## src/rtl/if_prefetch_queue.sv

```systemverilog
// if_prefetch_queue: sequential instruction fetch with a DEPTH-entry prefetch queue and redirect flush
module if_prefetch_queue #(
  parameter int DEPTH = 4,
  parameter logic [31:0] RESET_PC = 32'h0000_3000
) (
  input  logic                     clk,
  input  logic                     rst,
  input  logic                     redirect,
  input  logic [31:0]              redirect_pc,
  output logic                     mem_req,
  output logic [31:0]              mem_addr,
  input  logic                     mem_ack,
  input  logic [31:0]              mem_rdata,
  output logic                     out_valid,
  output logic [31:0]              out_instr,
  output logic [31:0]              out_pc_4,
  input  logic                     out_ready,
  output logic [$clog2(DEPTH):0]   count
);
  localparam int AW = $clog2(DEPTH);
  localparam int CW = AW + 1;
  localparam logic [CW-1:0] FULL = CW'(DEPTH);
  typedef enum logic {RUN, KILL} state_t;
  state_t state, state_n;
  logic [31:0] fetch_pc, kill_addr;
  logic [31:0] instr_q [DEPTH];
  logic [31:0] pc4_q [DEPTH];
  logic [AW-1:0] head, tail;
  logic push, pop;
  assign mem_req = !rst && (state == KILL || count != FULL);
  assign mem_addr = state == KILL ? kill_addr : fetch_pc;
  assign out_valid = count != '0;
  assign out_instr = out_valid ? instr_q[head] : '0;
  assign out_pc_4 = out_valid ? pc4_q[head] : '0;
  assign push = state == RUN && mem_req && mem_ack && !redirect;
  assign pop = out_valid && out_ready && !redirect;
  // A redirect with a request still open must wait out that request; its ack ends the kill.
  always_comb begin
    state_n = state;
    if (redirect) state_n = (mem_req && !mem_ack) ? KILL : RUN;
    else if (state == KILL && mem_ack) state_n = RUN;
  end
  // Control state: FSM, fetch PC, queue pointers and occupancy; redirect flushes everything.
  always_ff @(posedge clk) begin
    if (rst) begin
      state <= RUN;
      fetch_pc <= RESET_PC;
      kill_addr <= '0;
      count <= '0;
      head <= '0;
      tail <= '0;
    end else begin
      state <= state_n;
      if (redirect) begin
        fetch_pc <= redirect_pc;
        if (state == RUN) kill_addr <= fetch_pc;
        count <= '0;
        head <= '0;
        tail <= '0;
      end else begin
        if (push) fetch_pc <= fetch_pc + 32'd4;
        if (push) tail <= tail + AW'(1);
        if (pop) head <= head + AW'(1);
        count <= count + CW'(push) - CW'(pop);
      end
    end
  end
  // Queue storage; contents only matter while counted as occupied.
  always_ff @(posedge clk) begin
    if (push) begin
      instr_q[tail] <= mem_rdata;
      pc4_q[tail] <= fetch_pc + 32'd4;
    end
  end
  // Occupancy can never exceed the queue size.
  always_ff @(posedge clk) begin
    if (!rst) assert (count <= FULL) else $error("prefetch queue occupancy exceeds DEPTH");
  end
endmodule

```

## config.mk

```make
export PLATFORM = sky130hd
export DESIGN_NAME = if_prefetch_queue
export DESIGN_NICKNAME = d
export VERILOG_FILES = /design/src/rtl/if_prefetch_queue.sv
export SDC_FILE = /design/constraint.sdc
export NUM_CORES = 1
export LEC_CHECK = 0
export BUFFER_PORTS_ARGS = -buffer_cell sky130_fd_sc_hd__buf_2
export CORE_MARGIN = 3
export CORE_UTILIZATION = 53
export DETAILED_ROUTE_END_ITERATION = 7
export PLACE_DENSITY_LB_ADDON = 0.12
export SLEW_MARGIN = 20
export SYNTH_ARGS = -nofsm -noshare
export SYNTH_HDL_FRONTEND = slang
export SYNTH_SLANG_ARGS = --single-unit
```

## constraint.sdc

```tcl
create_clock -name clk -period 3.5 [get_ports clk]
set_input_delay 0.35 -clock clk [delete_from_list [all_inputs] [get_ports clk]]
set_output_delay 0.35 -clock clk [all_outputs]
set_load 0.01 [all_outputs]
```

## Word level (Yosys, flattened, before mapping)

Memory sizes are Yosys's and may differ from the RTL's. A register that Yosys moved wholly into a read port is not among the register bits.
Index checks and enable logic that the tools add are counted.

- Register bits after elaboration: 72
- Bits in writable memories: 256
- Input bits: 69
- Logic and storage cells: 45
- Memories kept: 2

- Add/subtract/negate cells: 5
- Equality and inequality tests: 1
- Mux-type cells: 14
- Bitwise operators: 1
- Reduce and logical (&&, ||, !) cells: 16

Memory list:

| name | depth | bits a word | rd ports | clocked after Yosys merged registers in | write ports | line | RTL |
|---|---|---|---|---|---|---|---|
| instr_q | 4 | 32 | 1 | 1 | 1 | 26 | `logic [31:0] instr_q [DEPTH];` |
| pc4_q | 4 | 32 | 1 | 1 | 1 | 27 | `logic [31:0] pc4_q [DEPTH];` |

Operators by type and width:

| cell | count |
|---|---|
| $mux 32 | 5 |
| $add 32x3->32 const B | 1 |
| $logic_and 1x1->1 | 8 |
| $mux 2 | 4 |
| $mux 1 | 5 |
| $add 2x1->2 const B | 2 |
| $reduce_bool 2->1 | 2 |
| $add 3x1->3 | 1 |
| $logic_not 1->1 | 3 |
| $ne 3x3->1 const B | 1 |
| $reduce_bool 3->1 | 1 |
| $sub 3x1->3 | 1 |
| $reduce_or 2->1 | 1 |
| $logic_or 1x1->1 | 1 |
| $not 1->1 | 1 |

## Longest topological paths before layout

- Depth after elaboration: 8
- Depth in mapped cells: 12

## Worst setup path after synthesis

Ideal clock, no wire load.

- Path kind: reg-to-reg
- From: register state
- To: memory instr_q[1][0] (enable)
- Library setup time: 429 ps
- Arrival time: 3013 ps
- Required time: 3071 ps
- Path slack: 58 ps
- Stages on the path, launching flop included: 6
- Clock period less this slack: 3442 ps
- Path through: dfxtp_1 -> clkbuf_1 -> or3b_2 -> clkbuf_1 -> nor3_2 -> and2_1

- Word-level cells in the longest chain between the ends: 7
- Elaborated cells on any way between the ends: 8
- Classes of those cells: 2 x mux; 1 x bitwise; 5 x reduce/logical

RTL lines:

| element | line | RTL |
|---|---|---|
| from (decl) | 24 | `state_t state, state_n;` |
| from (signal assigned) | 53 | `state <= state_n;` |
| $logic_or 1x1->1 | 30 | `assign mem_req = !rst && (state == KILL \|\| count != FULL);` |
| $logic_and 1x1->1 | 30 |  |
| $logic_and 1x1->1 * (3 in a row) | 35 | `assign push = state == RUN && mem_req && mem_ack && !redirect;` |
| $mux 1 * | 70 | `if (push) begin` |
| $mux 1 (implied by the code) * | 71 | `instr_q[tail] <= mem_rdata;` |
| to (decl) | 26 |  |

Every way passes the cells marked *; elsewhere a longest branch is shown, timed or not.

==> flow_metrics.py <==
metrics = {
    "outcome": {
        "status": "complete, no violations",
    },
    "routing": {
        "dr.pass1.iters": 5,
        "ant_nets": 0,
        "wirelength_mm": 30.9,
        "drc": 0,
        "via_per_inst": 5.77,
        "wire_per_inst_um": 20.8,
        "dr_total_vias": 8566,
        "drtIter0Drc": 742,
    },
    "pwr": {
        "power.leakage_nw": 5.79,
        "power_density_nw_per_um2": 508,
        "ir_drop_mv": 0.322,
    },
    "global_routing": {
        "grt_pass1_vias": 8524,
        "grt-ovfl-total": 0,
        "grt_pass1_wl_mm": 49.0,
        "grt_max_degree": 76,
        "antenna_found_initial": 0,
        "grt_usage": 0.218,
    },
    "clock_network": {
        "cts_buffers": 35,
        "clk_pin_slew_worst_paths_ns": 0.06,
        "cts_resized": 0,
        "cts_tree": "done",
        "cts_root_buffer": "clkbuf_16",
        "ctsHoldBuffers": 0,
        "cts.sinks": 330,
        "post_cts_buffers": 0,
        "clkLatencyLatePin_ns": 0.51,
        "clock_path_buffers": 3,
        "htree_num_levels": 2,
    },
    "worst_hold_path": {
        "worstHoldStart": "mem_ack",
        "hold_path.class": "input pin to register",
    },
    "timing": {
        "tightestPinTransition_ns": 0.931,
        "fin_crit_sh": 0.785,
        "fin_crit_ns": 2.75,
        "skew_ns": 0.0198,
        "max_freq_mhz": 364,
        "max_slew_margin": 0.373,
        "hold_viol": 0,
        "rsz0062_at_grt": "false",
        "setup_viol": 0,
        "tns_ns": 0,
        "slew_violations": 0,
        "whs_ns": 0.0252,
    },
    "cells_and_area": {
        "fin_cells": 1485,
        "fill_cells": 1965,
        "utilization": 0.627,
        "num_antenna_cells": 0,
        "nets": 1202,
        "drive_gt1_frac": 0.307,
        "area_delta_synth_final_pct": 15.9,
    },
    "synth": {
        "ys_seq_area_frac": 0.648,
        "synthAdderAreaFrac": 0.00760,
        "synth-simple-area-share": 0.128,
        "yosys-top-cells-area": "edfxtp_1, dfxtp_1, mux4_2",
        "syn_inst": 976,
        "yosysUniqueCellTypes": 61,
        "yosys_warnings": 0,
        "yosys.area.top_type": "edfxtp_1",
        "synthMuxAreaShare": 0.124,
        "synth_nets": 1053,
        "postSynthAreaPerCell_um2": 14.5,
        "synthFlopType": "edfxtp_1",
        "synth_top_cell_area_share": 0.543,
        "ys_ff_latch": 330,
        "async_flop_share": 0,
        "synthesis.area_um2": 14100,
        "synth-xor-area-share": 0.0248,
        "synth-edff-count": 256,
        "synth_compound_area_frac": 0.0388,
        "synth_top_family_by_area": "simple AND/OR/NAND/NOR gates",
    },
    "placement": {
        "dp_hpwl_mm": 19.5,
        "dp_cells": 1423,
        "gp_congestion": 0.883,
        "port_buffers": 169,
    },
    "die": {
        "initial_core_util": 0.541,
        "die_h_um": 169,
        "coreArea_um2": 26100,
        "dieArea_um2": 28700,
        "placementRows": 59,
        "die_x_um": 169,
        "ioPinCount": 170,
    },
    "worst_setup_path": {
        "cpPeakStageDelay_ns": 0.65,
        "critical_path_arrival_ns": 2.40,
        "crit_type": "register to output port",
        "cp_top_family": "flip-flops",
        "end_kind": "output port",
        "crit_path_top_delay_cell": "dfxtp_4",
        "critPathMaxFanout": 22,
        "regToRegStartpoint": "state$_SDFFE_PP0P_",
        "worst-path-buf-inv": 2,
        "cp-start-kind": "register",
        "crit_chain": "buf_4, mux4_2, and2_1, buf_2",
        "worstPathRequired_ns": 3.15,
    },
    "run": {
        "drv_cap": 0,
    },
}
layer usage:
layer | global-route usage | wire length [um] | vias up | part of all wire
li1 | - | - | 4003 | -
met1 | 0.321 | 13900 | 4234 | 0.45
met2 | 0.349 | 14800 | 288 | 0.48
met3 | 0.0359 | 1720 | 41 | 0.056
met4 | 0.0487 | 494 | 0 | 0.016
met5 | 0 | 0 | - | 0
worst paths after layout:
kind | end | slack, ns | cells after the start
setup / recovery | out_pc_4[11] | 0.75 | 4
hold / removal | state$_SDFFE_PP0P_ | 0.03 | 2
setup reg to reg | count[2]$_SDFF_PP0_ | 0.89 | 10
hold reg to reg | kill_addr[1]$_SDFFE_PP0P_ | 0.48 | 2
cell families after synthesis:
kind of cell,count (synthesis)
xor+xnor,40
flops,330
fa+ha+maj,8
simple gates,335
buf+inv,98
compound gates,73
mux,92
flip-flops by register name, summed over array words and instances, names as in the netlist, named ones only:
name and count:
count 3, fetch_pc 32, head 2, instr_q 128, kill_addr 32, pc4_q 128, state 1, tail 2
power by group:
| part | switching, mW | total, mW | internal (mW) |
|---|---|---|---|
| Combinational | 0.297 | 0.504 | 0.207 |
| Sequential | 0.0825 | 4.40 | 4.31 |
| Clock | 1.42 | 3.43 | 2.01 |
through the flow:
stage          cell area [um^2]  setup WS (ns)  power, mW
2_1_floorplan             14100         0.0579       4.77
6_report                  16400          0.752       8.33
5_1_grt                   16400          0.571       8.64
3_5_place_dp              15300          0.757       4.98
4_1_cts                   16400          0.656       8.41
3_3_place_gp              15300          0.789       4.97
placed cells by master (no fill, tap or decap), types with 17 or more instances in the layout:
cell type    n
mux4_2      64
inv_1       18
xnor2_1     29
nor2_1      99
nor3_1      45
nand2_1     36
dfxtp_1     72
mux2_2      26
edfxtp_1   256
buf_2      169
clkbuf_16   35
nand4_1     17
and2_1      68
synthesized netlist by cell type, types with 7 or more instances:
| cell | count |
|---|---|
| nand3_1 | 10 |
| edfxtp_1 | 256 |
| buf_2 | 15 |
| buf_1 | 12 |
| dfxtp_1 | 74 |
| nor4_1 | 11 |
| nor2_1 | 99 |
| nand4_1 | 17 |
| nand2_1 | 36 |
| and2_1 | 72 |
| and4_1 | 8 |
| a2111oi_0 | 7 |
| o21ai_0 | 8 |
| clkbuf_1 | 46 |
| xor2_1 | 11 |
| a311oi_1 | 9 |
| a211oi_1 | 10 |
| mux4_2 | 64 |
| mux2_2 | 26 |
| xnor2_1 | 29 |
| inv_1 | 19 |
| nor3_1 | 45 |
| ha_1 | 7 |
cell type report:
class                   count  area (um^2)  share of cell area
clock inverters             9         75.1             0.00458
repair buffers            191         1090              0.0662
well taps                 335          419              0.0256
inverters                  19         71.3             0.00435
flip-flops and latches    330         9170               0.560
clock buffers              53          983              0.0600
multi-input cells         548         4590               0.280
Note: power is estimated with default switching activity, not from simulation.
